$ cat src/rtl/usr_pkg.sv
// ============================================================================
// Module  : usr_pkg
// Purpose : Shared command encodings and FSM state type for usr_shift_ctrl.
// Rev     : 1.0
// ============================================================================
`default_nettype none

package usr_pkg;

  localparam logic [1:0] SEL_HOLD = 2'b00;
  localparam logic [1:0] SEL_SHR  = 2'b01;
  localparam logic [1:0] SEL_SHL  = 2'b10;
  localparam logic [1:0] SEL_LOAD = 2'b11;

  typedef enum logic [1:0] {
    ST_IDLE  = 2'b00,
    ST_LOAD  = 2'b01,
    ST_SHIFT = 2'b10,
    ST_DONE  = 2'b11
  } state_e;

  // Shift command for the latched direction (0 = right, 1 = left).
  function automatic logic [1:0] shift_sel(input logic dir);
    return dir ? SEL_SHL : SEL_SHR;
  endfunction

endpackage

`default_nettype wire

$ cat src/rtl/univ_shift_reg.sv
// ============================================================================
// Module  : univ_shift_reg
// Purpose : WIDTH-bit universal shift register (hold / SHR / SHL / load).
// Rev     : 1.0
// ============================================================================
`default_nettype none

module univ_shift_reg
  import usr_pkg::*;
#(
  parameter int WIDTH = 4
) (
  input  logic             clk,
  input  logic             rst_n,
  input  logic [1:0]       sel,
  input  logic [WIDTH-1:0] din,
  input  logic             ser_in,
  output logic [WIDTH-1:0] q
);

  logic [WIDTH-1:0] q_q;
  logic [WIDTH-1:0] q_d;

  always_comb begin
    q_d = q_q;
    unique case (sel)
      SEL_SHR:  q_d = {ser_in, q_q[WIDTH-1:1]};
      SEL_SHL:  q_d = {q_q[WIDTH-2:0], ser_in};
      SEL_LOAD: q_d = din;
      default:  q_d = q_q;
    endcase
  end

  always_ff @(posedge clk or negedge rst_n) begin
    if (!rst_n) begin
      q_q <= '0;
    end else begin
      q_q <= q_d;
    end
  end

  assign q = q_q;

endmodule

`default_nettype wire

$ cat src/rtl/usr_shift_ctrl.sv
// ============================================================================
// Module  : usr_shift_ctrl
// Purpose : Load-and-shift job sequencer driving a universal shift register.
// Rev     : 1.0
// ============================================================================
`default_nettype none

module usr_shift_ctrl
  import usr_pkg::*;
#(
  parameter int WIDTH = 4,
  parameter int CNT_W = 3
) (
  input  logic             clk,
  input  logic             rst_n,
  input  logic             start,
  input  logic             dir,
  input  logic [CNT_W-1:0] count,
  input  logic [WIDTH-1:0] din,
  input  logic             ser_in,
  output logic             ready,
  output logic             busy,
  output logic             done,
  output logic [1:0]       sel,
  output logic [WIDTH-1:0] q,
  output logic             ser_out
);

  state_e           state_q, state_d;
  logic             dir_q, dir_d;
  logic [CNT_W-1:0] cnt_q, cnt_d;
  logic [CNT_W-1:0] rem_q, rem_d;
  logic [WIDTH-1:0] din_q, din_d;

  always_ff @(posedge clk or negedge rst_n) begin
    if (!rst_n) begin
      state_q <= ST_IDLE;
      dir_q   <= 1'b0;
      cnt_q   <= '0;
      rem_q   <= '0;
      din_q   <= '0;
    end else begin
      state_q <= state_d;
      dir_q   <= dir_d;
      cnt_q   <= cnt_d;
      rem_q   <= rem_d;
      din_q   <= din_d;
    end
  end

  // Job fields are captured only on acceptance, so input changes while busy are inert.
  always_comb begin
    state_d = state_q;
    dir_d   = dir_q;
    cnt_d   = cnt_q;
    rem_d   = rem_q;
    din_d   = din_q;
    sel     = SEL_HOLD;
    ready   = 1'b0;
    busy    = 1'b0;
    done    = 1'b0;
    unique case (state_q)
      ST_IDLE: begin
        ready = 1'b1;
        if (start) begin
          dir_d   = dir;
          cnt_d   = count;
          din_d   = din;
          state_d = ST_LOAD;
        end
      end
      ST_LOAD: begin
        sel     = SEL_LOAD;
        busy    = 1'b1;
        rem_d   = cnt_q;
        state_d = (cnt_q != '0) ? ST_SHIFT : ST_DONE;
      end
      ST_SHIFT: begin
        sel   = shift_sel(dir_q);
        busy  = 1'b1;
        rem_d = rem_q - 1'b1;
        if (rem_q == CNT_W'(1)) begin
          state_d = ST_DONE;
        end
      end
      ST_DONE: begin
        done    = 1'b1;
        state_d = ST_IDLE;
      end
      default: state_d = ST_IDLE;
    endcase
  end

  univ_shift_reg #(
    .WIDTH (WIDTH)
  ) u_reg (
    .clk    (clk),
    .rst_n  (rst_n),
    .sel    (sel),
    .din    (din_q),
    .ser_in (ser_in),
    .q      (q)
  );

  assign ser_out = dir_q ? q[WIDTH-1] : q[0];

endmodule

`default_nettype wire
$ cat config.mk
export PLATFORM = sky130hd
export DESIGN_NAME = usr_shift_ctrl
export DESIGN_NICKNAME = d
export VERILOG_FILES = /design/src/rtl/usr_pkg.sv /design/src/rtl/univ_shift_reg.sv /design/src/rtl/usr_shift_ctrl.sv
export SDC_FILE = /design/constraint.sdc
export NUM_CORES = 1
export LEC_CHECK = 0
export CAP_MARGIN = 30
export CORE_ASPECT_RATIO = 0.7
export CORE_MARGIN = 3
export CORE_UTILIZATION = 40
export DETAILED_ROUTE_END_ITERATION = 10
export GPL_TIMING_DRIVEN = 1
export HOLD_SLACK_MARGIN = 0.02
export PLACE_DENSITY = 0.69
export SYNTH_ARGS = -nofsm -noshare
export SYNTH_HDL_FRONTEND = slang
export SYNTH_SLANG_ARGS = --single-unit
$ cat constraint.sdc
create_clock -name clk -period 4.7 [get_ports clk]
set_clock_uncertainty 0.05 [all_clocks]
set_input_delay 0.94 -clock clk [delete_from_list [all_inputs] [get_ports clk]]
set_output_delay 0.94 -clock clk [all_outputs]
set_load 0.02 [all_outputs]
==> Yosys cells after proc, flatten, opt, wreduce, memory -nomap -nowiden <==
Cells that the tools add are included.
Widths: inputs -> output; s select.
{ "word_totals": {"word_cells": 35, "input_bits": 12, "output_inout_bits": 10, "register_bits": 17} }
{ "op_classes": {"n_addsub": 1, "n_reduce_logical": 7, "muxes": 12, "eq_ne": 9} }
{ "ops": {"columns": ["operator", "count"], "rows": [
  ["$pmux 4 s3", 1],
  ["$eq 2x2->1 const B", 4],
  ["$pmux 2 s4", 1],
  ["$mux 2", 3],
  ["$pmux 3 s2", 1],
  ["$reduce_bool 3->1", 2],
  ["$mux 1", 5],
  ["$eq 2x1->1 const B", 2],
  ["$ne 2x2->1 const B", 2],
  ["$pmux 2 s2", 1],
  ["$reduce_and 2->1", 2],
  ["$eq 3x1->1 const B", 1],
  ["$sub 3x1->3 const B", 1],
  ["$logic_not 2->1", 1],
  ["$reduce_bool 2->1", 1],
  ["$reduce_or 2->1", 1]
]} }

==> Depth between registers and ports, before layout <==
Gate-level depths: netlist of the first run.
{ "depth": {"word_depth": 4, "ltp_mapped": 6} }

==> By module <==
From an unflattened synthesis of the first run, not the netlist that was laid out.
{ "unflattened": {"cells_unflattened": 68, "area_unflattened_um2": 929.6} }
{ "modules_own_cells": {"columns": ["mod", "area_each_um2", "cells_each", "seq_area_each_um2", "n_inst"], "rows": [
  ["usr_shift_ctrl", 724.4, 60, 325.3, 1],
  ["univ_shift_reg", 205.2, 8, 100.1, 1]
]} }

==> Least setup slack after synthesis of the first run <==
No wires, ideal clock.
{ "synth_path": {"path_type": "reg-to-output", "start": "register state_q[0]", "end": "output port sel[0]", "stages_incl_launch_ff": 4, "t_arrival_ns": 1.496, "path_slack_ns": 2.214, "t_required_ns": 3.710, "cell_sequence": "dfrtp_1 -> inv_1 -> ha_1 -> a21boi_0"} }
{ "synth_between": {"elab_chain_len": 2} }
{ "synth_rtl": {"columns": ["item", "line", "rtl"], "rows": [
  ["from (decl)", "usr_shift_ctrl.sv:29", "state_e state_q, state_d;"],
  ["from (signal assigned)", "usr_shift_ctrl.sv:43", "state_q <= state_d;"],
  ["$eq 2x2->1 / $eq 2x1->1 (equally long branches)", "usr_shift_ctrl.sv:62", "unique case (state_q)"],
  ["$pmux 2 s2 *", "usr_shift_ctrl.sv:62", null],
  ["to (decl)", "usr_shift_ctrl.sv:24", "output logic [1:0] sel,"]
]} }
Mark *: on every way between the ends. The rest lies on a longest branch, timed or not.

==> Final worst setup path of the first run <==
{ "layout_path": {"start": "register state_q[0]", "end": "output port sel[1]"} }
Same word-level chain as after synthesis.

==> implementation parameters, run 1 <==
Parameter                              Value

Yosys
  Synthesized net count ... 108
  Fraction of registers with async set/reset ... 1.00
  Compound-gate portion of the synthesized area ... 0.130
  Post-synth EDFFs ... 0
  Share of the synthesized netlist area taken by xor and xnor gates ... 0
  Adder and majority cell fraction of the synthesized area ... 0.0899
  Largest family of logic cells by synthesized area ... simple AND/OR/NAND/NOR gates
  Sequential fraction of the synthesis area ... 0.436
  Area of the mapped netlist ... 975 sq um
  Post-synthesis register bit count ... 17
  Post-Syn Area per Cell ... 11.0 sq um
  Proportion of synthesized area in mux cells ... 0.130
  Number of warnings printed during yosys synthesis ... 0
  Synth Instances ... 89
  Most used DFF post-synth ... dfrtp_1
  Basic-gate share of the synthesized area counting and, or, nand and nor cells ... 0.175
  Post-synth cell types ... 30

Global routing
  Pin count of the biggest net entering global routing ... 18
  Global-route wire length before repair ... 3.11 mm
  Vias in the first global route ... 632
  Initial antenna violation count ... 0
  Overall global routing resource usage ... 0.139
  Remaining Overflow, GRT ... 0

CTS
  Cell chosen for the clock root ... clkbuf_4
  CTS Buffer Depth ... 2
  # hold bufs at CTS ... 0
  Maximum level of the CTS H-tree ... 1
  CTS tree ... done
  Quantity of gates resized following cts ... 0
  TritonCTS buffer count ... 3
  Buffers inserted during post-CTS setup optimization ... 0
  Clock-pin slew on the worst setup and hold paths ... 100 ps
  TritonCTS sink count ... 17
  Clock latency reported for the late side of the worst-skew pair ... 290 ps

Final layout
  Area delta synth->final ... 26.8%
  Core Util, Final ... 0.556
  Diode insertion count for antenna repair ... 0
  Most common cell after layout, fill and taps aside ... clkdlybuf4s50_1
  Fraction of layout cells with a size suffix above 1 ... 0.188
  Number of fillers in the final layout ... 205
  Most frequent cells in the layout ... clkdlybuf4s50_1 (21), dfrtp_1 (17), mux2_2 (9)
  Final net count ... 132

Setup path
  Worst path max stage delay ... 590 ps
  R2r startpoint ... state_q[0]
  Capturing element type of the critical path ... output port
  Nature of the critical path startpoint ... flip-flop
  Capturing instance or port of the critical path ... sel[1]
  Startpoint of the most critical setup path ... state_q[0]
  Kind of critical path ... reg -> out
  Highest fanout seen on the critical path ... 13
  Chain of cells forming the critical path ... inv_1, ha_1, a21oi_1, and2b_1, clkdlybuf4s50_1
  Capturing point of the worst reg2reg path ... u_reg.q[2]
  Worst path slowest cell ... clkdlybuf4s50_1
  Number of cells on the worst reg-to-reg path ... 5
  Worst setup slack for register-to-register paths ... 2960 ps
  Signal arrival time at the worst endpoint ... 2420 ps
  Data required time of the critical path ... 3710 ps

Die
  Die area ... 3070 sq um
  IO Pins ... 22
  Number of standard-cell rows in the floorplan ... 14
  Effective utilization at floorplan ... 0.438
  X dimension of the die ... 65 um
  Die Ht ... 47.3 um
  Core Region ... 2220 sq um

Power and ir drop
  Power density cells ... 770 nW/um^2
  Max VDD drop ... 0.263 mV
  Static power due to leakage ... 0.000535 uW

Placed design
  Worst slack, placed ... 1650 ps
  Number of I/O port buffers ... 21
  Placed wire-length estimate after detailed placement ... 1.50 mm
  Final Wtd Congestion ... 0.826

Route
  Total via count after detailed routing ... 735
  Average wire length per cell after detail routing ... 13.6 um
  First DRT Iteration DRCs ... 24
  Wire length reported by the detailed router ... 1.96 mm
  Number of nets still failing antenna checks after routing ... 0
  Post-route DRC ... 0
  Via count normalized by instance count ... 5.10
  First-pass iteration count of the detailed router ... 4

STA
  Number of max-slew violations in the final report ... 0
  Final setup slack of the worst path ... 1290 ps
  Sum of negative setup slack ... 0 ps
  Max-slew headroom ... 0.493
  Total count of hold-check failures in the final report ... 0
  Slew of the pin with the lowest slew margin ... 759 ps
  RSZ-0062 raised after global routing ... no
  Final setup vio count ... 0
  Post-layout minimum cycle time ... 3410 ps
  Part of the cycle the worst path needs ... 0.725
  Fmax achieved ... 293 MHz

Outcome
  Status ... finished, final reports clean

Hold path
  Class of the worst hold path ... reg -> reg

Run
  Max-cap viol count ... 0
## cell families after synthesis
kind of cell / after synthesis
adder cells (fa/ha/maj): 7
AO/OA/AOI/OAI: 19
flip-flops: 17
buffers and inverters: 8
multiplexers: 11
AND/OR/NAND/NOR: 27
## metal layers
metal  wire (um)  share of wire  global-route usage  vias up
met2         798           0.41               0.199       23
li1            -              -                   -      361
met4          18         0.0092              0.0504        0
met5           0              0                   0        -
met1         995           0.51               0.191      347
met3         148          0.075              0.0550        4
## worst max-delay path: cells and delay by family (launching register included)
| kind | cells | cell delay (ps) |
|---|---|---|
| AO/OA/AOI/OAI | 1 | 230 |
| adder cells (fa/ha/maj) | 1 | 470 |
| buffers and inverters | 2 | 750 |
| flip-flops | 1 | 430 |
| AND/OR/NAND/NOR | 1 | 230 |
## through the flow
step / power (uW) / area (sq um) / hold slack [ps] / std cells
3_3_place_gp: 863 / 1210 / 455 / 140
5_1_grt: 1020 / 1240 / 506 / 144
2_1_floorplan: 698 / 975 / 430 / 89
4_1_cts: 958 / 1240 / 486 / 144
6_report: 952 / 1240 / 483 / 144
3_5_place_dp: 874 / 1210 / 458 / 140
## sequential cells by signal, indices dropped and copies added, names as in the netlist
signal   cells
u_reg.q      4
dir_q        1
cnt_q        3
din_q        4
rem_q        3
state_q      2
## synth_stat cells (all sizes together), types with 2 or more instances
library cell / number / area, sq um
inv: 6 / 22.5
o21ai: 2 / 10.0
o22ai: 4 / 25.0
nor2: 6 / 22.5
ha: 7 / 87.6
a21oi: 5 / 28.8
nand2: 5 / 21.3
buf: 2 / 16.3
dfrtp: 17 / 425
nand2b: 3 / 26.3
and2b: 2 / 15.0
nand3: 2 / 10.0
mux2: 10 / 116
and2: 4 / 25.0
a31oi: 4 / 25.0
## where the power goes
part	internal, uW	leakage (uW)	switching, uW
combinational	285	0.000323	295
clock	31.7	0.0000177	48.7
sequential	222	0.000194	68.9
total	539	0.000535	413
## worst min-delay path by stage
stage | start | end | slack, ps | cells after the start
final | din_q[0] | din_q[0] | 480 | 1
after global routing | din_q[1] | din_q[1] | 510 | 1
after CTS | din_q[3] | din_q[3] | 490 | 1
after detailed placement | din_q[3] | din_q[3] | 460 | 1
after global placement | din_q[3] | din_q[3] | 460 | 1
after floorplan | din_q[1] | din_q[1] | 430 | 1
## cell type report
| type | instances | area [sq um] | area share |
|---|---|---|---|
| Multi-Input combinational cell | 64 | 510 | 0.413 |
| Sequential cell | 17 | 425 | 0.344 |
| Tap cell | 32 | 40.0 | 0.0324 |
| Clock buffer | 3 | 22.5 | 0.0182 |
| Clock inverter | 1 | 5.00 | 0.00405 |
| Inverter | 6 | 22.5 | 0.0182 |
| Timing Repair Buffer | 21 | 210 | 0.170 |
No activity file was read; power rests on OpenSTA's default activity.
==> inputs of run 2 (changes only) <==
Settings changed: PLACE_DENSITY 0.69 to 0.71.
Clock period 4.7 ns to 3.1 ns, I/O delays scaled along.
==> run 2 against run 1 <==
Against the previous run:
- register-to-register slack worse by 1500 ps
- sequential cell count unchanged
- global-route usage about the same
- via count shrank 1.5%
- clock-buffer cell count is 1 higher
- critical endpoint unchanged
==> implementation parameters, run 2 (synthesis results as in run 1) <==
Parameter                              Value

Final layout
  Number of fillers in the final layout ... 214
  Area delta synth->final ... 27.7%
  Diode insertion count for antenna repair ... 0
  Most common cell after layout, fill and taps aside ... clkdlybuf4s50_1
  Most frequent cells in the layout ... clkdlybuf4s50_1 (21), dfrtp_1 (17), mux2_2 (9)
  Final net count ... 133
  Non-filler instance count after layout ... 145
  Fraction of layout cells with a size suffix above 1 ... 0.195

Route
  Post-route DRC ... 0
  First DRT Iteration DRCs ... 36
  Via count normalized by instance count ... 4.99
  First-pass iteration count of the detailed router ... 4
  Average wire length per cell after detail routing ... 13.1 um
  Number of nets still failing antenna checks after routing ... 0
  Total via count after detailed routing ... 724
  Wire length reported by the detailed router ... 1.91 mm

Die
  Core Region ... 2220 sq um
  Die Ht ... 47.3 um
  IO Pins ... 22
  X dimension of the die ... 65 um
  Die area ... 3070 sq um
  Number of standard-cell rows in the floorplan ... 14
  Effective utilization at floorplan ... 0.438

Setup path
  Worst setup slack for register-to-register paths ... 1490 ps
  Kind of critical path ... reg -> out
  Capturing element type of the critical path ... output port
  Capturing instance or port of the critical path ... sel[1]
  Number of cells on the worst reg-to-reg path ... 5
  Nature of the critical path startpoint ... flip-flop
  Highest fanout seen on the critical path ... 13
  Worst path max stage delay ... 600 ps
  Capturing point of the worst reg2reg path ... state_q[1]
  R2r startpoint ... state_q[1]
  Startpoint of the most critical setup path ... state_q[0]
  Signal arrival time at the worst endpoint ... 2210 ps
  Data required time of the critical path ... 2430 ps
  Chain of cells forming the critical path ... inv_1, ha_2, a21oi_1, and2b_1, clkdlybuf4s50_1
  Worst path slowest cell ... clkdlybuf4s50_1

CTS
  CTS Buffer Depth ... 2
  CTS tree ... done
  TritonCTS buffer count ... 3
  TritonCTS sink count ... 17
  Clock latency reported for the late side of the worst-skew pair ... 280 ps
  Buffers inserted during post-CTS setup optimization ... 0
  Cell chosen for the clock root ... clkbuf_4
  Clock-pin slew on the worst setup and hold paths ... 90 ps
  Maximum level of the CTS H-tree ... 1

STA
  Max-slew headroom ... 0.511
  RSZ-0062 raised after global routing ... no
  Fmax achieved ... 347 MHz
  Post-layout minimum cycle time ... 2880 ps
  Total count of hold-check failures in the final report ... 0
  Part of the cycle the worst path needs ... 0.930
  Sum of negative setup slack ... 0 ps
  Number of max-slew violations in the final report ... 0
  Final setup vio count ... 0
  Slew of the pin with the lowest slew margin ... 732 ps

Placed design
  Placed wire-length estimate after detailed placement ... 1.51 mm
  Number of I/O port buffers ... 21
  Placed cells ... 141
  Final Wtd Congestion ... 0.876

Power and ir drop
  Power density cells ... 1170 nW/um^2
  Static power due to leakage ... 0.000535 uW
  Max VDD drop ... 0.432 mV

Global routing
  Pin count of the biggest net entering global routing ... 18
  Global-route wire length before repair ... 3.14 mm
  Initial antenna violation count ... 0
  Overall global routing resource usage ... 0.139
  Remaining Overflow, GRT ... 0
  Vias in the first global route ... 624

Outcome
  Status ... finished, final reports clean

Hold path
  Class of the worst hold path ... reg -> reg

Run
  Max-cap viol count ... 0
run 2: power breakdown:
group	total, uW	internal, uW	switching (uW)
sequential	443	337	106
clock	115	49.9	65.1
combinational	895	450	445
total	1450	837	616
run 2: critical path, delay by kind of cell (launching register included):
family,cells,cell delay (ps)
compound gates,1,190
fa+ha+maj,1,340
buf+inv,2,750
flops,1,420
simple gates,1,230
run 2: worst min path at each step:
stage / startpoint / end / slack, ps / cells after the start
detailed placement: din_q[1] / din_q[1] / 460 / 1
CTS: din_q[1] / din_q[1] / 480 / 1
floorplan: rst_n / cnt_q[0] / 270 / 0
global placement: din_q[2] / din_q[2] / 450 / 1
finish: din_q[2] / din_q[2] / 470 / 1
global route: din_q[2] / din_q[2] / 510 / 1
run 2: layer usage:
| layer | vias up | part of all wire | global-route usage | wire, um |
|---|---|---|---|---|
| met3 | 2 | 0.061 | 0.0502 | 117 |
| met1 | 339 | 0.50 | 0.205 | 947 |
| met5 | - | 0 | 0 | 0 |
| met4 | 0 | 0.0068 | 0.0252 | 13 |
| li1 | 362 | - | - | - |
| met2 | 21 | 0.43 | 0.195 | 827 |
run 2: area by class of cell:
class	instances	area, sq um	share of cell area
Clock buffer	4	26.3	0.0211
Inverter	6	22.5	0.0181
Multi-Input combinational cell	64	513	0.412
Sequential cell	17	425	0.342
Tap cell	32	40.0	0.0322
Timing Repair Buffer	22	218	0.175
run 2: repair_timing:
| action | 4_1_cts | 5_1_grt |
|---|---|---|
| hold endpoints to repair | 0 | 0 |
| hold buffers | 0 | 0 |
| gates resized for setup | 0 | 1 |
| setup endpoints to repair | 0 | 2 |
run 2: stage by stage:
stage / power [uW] / area (sq um) / worst slack [ps] / util / hold slack, ps
after CTS: 1460 / 1240 / 43.8 / 0.558 / 479
after global routing: 1570 / 1240 / 59.4 / 0.560 / 506
after detailed placement: 1340 / 1220 / 376 / 0.547 / 455
after global placement: 1330 / 1220 / 435 / 0.547 / 454
after floorplan: 1060 / 975 / 934 / - / 274
final: 1450 / 1240 / 217 / 0.560 / 471
==> inputs of run 3 (changes only) <==
Settings changed: PLACE_DENSITY 0.71 to 0.69.
Clock period 3.1 ns to 3.24 ns, I/O delays scaled along.
==> run 3 against run 2 <==
Against the previous run:
- critical path type unchanged
- global-route usage is 0.55 points higher
- cell area did not move
- via count grew 3.7%
- register-to-register slack improved by 140 ps
- non-clock buffer count unchanged
- utilization unchanged
- sequential power shrank 4%
- critical path depth unchanged
==> implementation parameters, run 3 (synthesis results as in run 1) <==
Parameter                              Value

Route
  Wire length on met3 ... 164 um
  Total met2 wirelength after detailed routing ... 876 um
  Total via count after detailed routing ... 751
  Via count normalized by instance count ... 5.18
  Routed metal-1 wire length ... 977 um
  First DRT Iteration DRCs ... 15
  Average wire length per cell after detail routing ... 14.0 um
  First-pass iteration count of the detailed router ... 5
  Post-route DRC ... 0
  Wire length reported by the detailed router ... 2.03 mm
  Number of nets still failing antenna checks after routing ... 0
  Top Metal Used ... met4

STA
  Worst Hold Margin ... 479 ps
  Fmax achieved ... 341 MHz
  Sum of negative setup slack ... 0 ps
  Total count of hold-check failures in the final report ... 0
  Part of the cycle the worst path needs ... 0.906
  Slew of the pin with the lowest slew margin ... 798 ps
  Number of max-slew violations in the final report ... 0
  Post-layout minimum cycle time ... 2930 ps
  Max-slew headroom ... 0.466
  RSZ-0062 raised after global routing ... no
  Final setup vio count ... 0

Outcome
  Status ... finished, final reports clean

Die
  X dimension of the die ... 65 um
  Core Region ... 2220 sq um
  IO Pins ... 22
  Number of standard-cell rows in the floorplan ... 14
  Die area ... 3070 sq um
  Effective utilization at floorplan ... 0.438
  Die Ht ... 47.3 um

Setup path
  Worst setup slack for register-to-register paths ... 1630 ps
  Kind of critical path ... reg -> out
  R2r startpoint ... state_q[1]
  Capturing element type of the critical path ... output port
  Highest fanout seen on the critical path ... 13
  Data required time of the critical path ... 2540 ps
  Capturing point of the worst reg2reg path ... u_reg.q[0]
  Nature of the critical path startpoint ... flip-flop
  Startpoint of the most critical setup path ... state_q[0]
  Capturing instance or port of the critical path ... sel[1]
  Number of cells on the worst reg-to-reg path ... 5
  Signal arrival time at the worst endpoint ... 2240 ps

Placed design
  Final Wtd Congestion ... 0.814
  Total placed instance area ... 1220 sq um
  Number of I/O port buffers ... 21
  Placed wire-length estimate after detailed placement ... 1.52 mm

CTS
  CTS Buffer Depth ... 2
  Clock-pin slew on the worst setup and hold paths ... 90 ps
  TritonCTS buffer count ... 3
  TritonCTS sink count ... 17
  Clock latency reported for the late side of the worst-skew pair ... 300 ps
  CTS tree ... done
  Buffers inserted during post-CTS setup optimization ... 0
  Maximum level of the CTS H-tree ... 1
  Cell chosen for the clock root ... clkbuf_4

Run
  Max-cap viol count ... 0

Global routing
  Overall global routing resource usage ... 0.144
  Remaining Overflow, GRT ... 0
  Initial antenna violation count ... 0
  Global-route wire length before repair ... 3.22 mm
  Vias in the first global route ... 650
  Pin count of the biggest net entering global routing ... 18

Final layout
  Most common cell after layout, fill and taps aside ... clkdlybuf4s50_1
  Number of fillers in the final layout ... 201
  Area delta synth->final ... 27.7%
  Diode insertion count for antenna repair ... 0
  Post-route cell area ... 1240 sq um
  Most frequent cells in the layout ... clkdlybuf4s50_1 (21), dfrtp_1 (17), mux2_2 (9)
  Area occupied by registers ... 425 sq um
  Multi-input gate area in the final layout ... 513 sq um
  Final net count ... 133
  Fraction of layout cells with a size suffix above 1 ... 0.195

Power and ir drop
  Clock group share of total power ... 0.082
  Sequential cell fraction of total power ... 0.302
  Net Switching ... 605 uW
  Static power due to leakage ... 0.000535 uW
  Total power consumption of the routed design ... 1410 uW
  Int Power ... 802 uW
  Sw frac ... 0.430
  Logic gate share of total power ... 0.616
  Max VDD drop ... 0.486 mV
  Power density cells ... 1130 nW/um^2

Hold path
  Class of the worst hold path ... reg -> reg
==> run 3: layout make-up <==
cell class | instances | share of cell area
tap | 32 | 0.0322
timing repair buffer | 22 | 0.175
inverter | 6 | 0.0181
multi-input combinational | 64 | 0.412
clock buffer | 4 | 0.0211
sequential | 17 | 0.342
==> run 3: routing by layer <==
| layer | up-vias | track usage |
|---|---|---|
| met5 | - | 0 |
| met4 | 0 | 0.0504 |
| met3 | 2 | 0.0502 |
| met2 | 31 | 0.211 |
| met1 | 356 | 0.199 |
| li1 | 362 | - |
==> run 3: worst max-delay path, cell delays in order (launching register included) <==
cell and delay (ps):
dfrtp_1 410, inv_1 120, ha_2 290, a21oi_1 380
and2b_1 230, clkdlybuf4s50_1 530
==> run 3: worst min-delay path by stage <==
stage	slack, ps	start	cells past startpoint	to
floorplan	300	rst_n	0	cnt_q[0]
global placement	460	din_q[3]	1	din_q[3]
detailed placement	450	din_q[3]	1	din_q[3]
CTS	480	din_q[3]	1	din_q[3]
global route	500	din_q[3]	1	din_q[3]
finish	480	din_q[0]	1	din_q[0]
==> run 3: metrics by stage <==
stage	setup slack, ps	util	cells
global placement	556	0.547	141
global route	158	0.560	145
detailed placement	489	0.547	141
CTS	161	0.558	145
finish	306	0.560	145
floorplan	1050	-	89
==> run 3: repair_timing <==
item,4_1_cts,5_1_grt
hold buffers,0,0
endpoints found under the setup margin,0,1
resized for setup,0,1
==> run 3: power groups by stage <==
| stage | clock network [uW] | logic [uW] | registers [uW] |
|---|---|---|---|
| final | 116 | 866 | 425 |
| after global routing | 124 | 940 | 442 |
| after CTS | 123 | 865 | 422 |
| after detailed placement | 0 | 861 | 427 |
| after global placement | 0 | 848 | 422 |
| after floorplan | 0 | 595 | 418 |
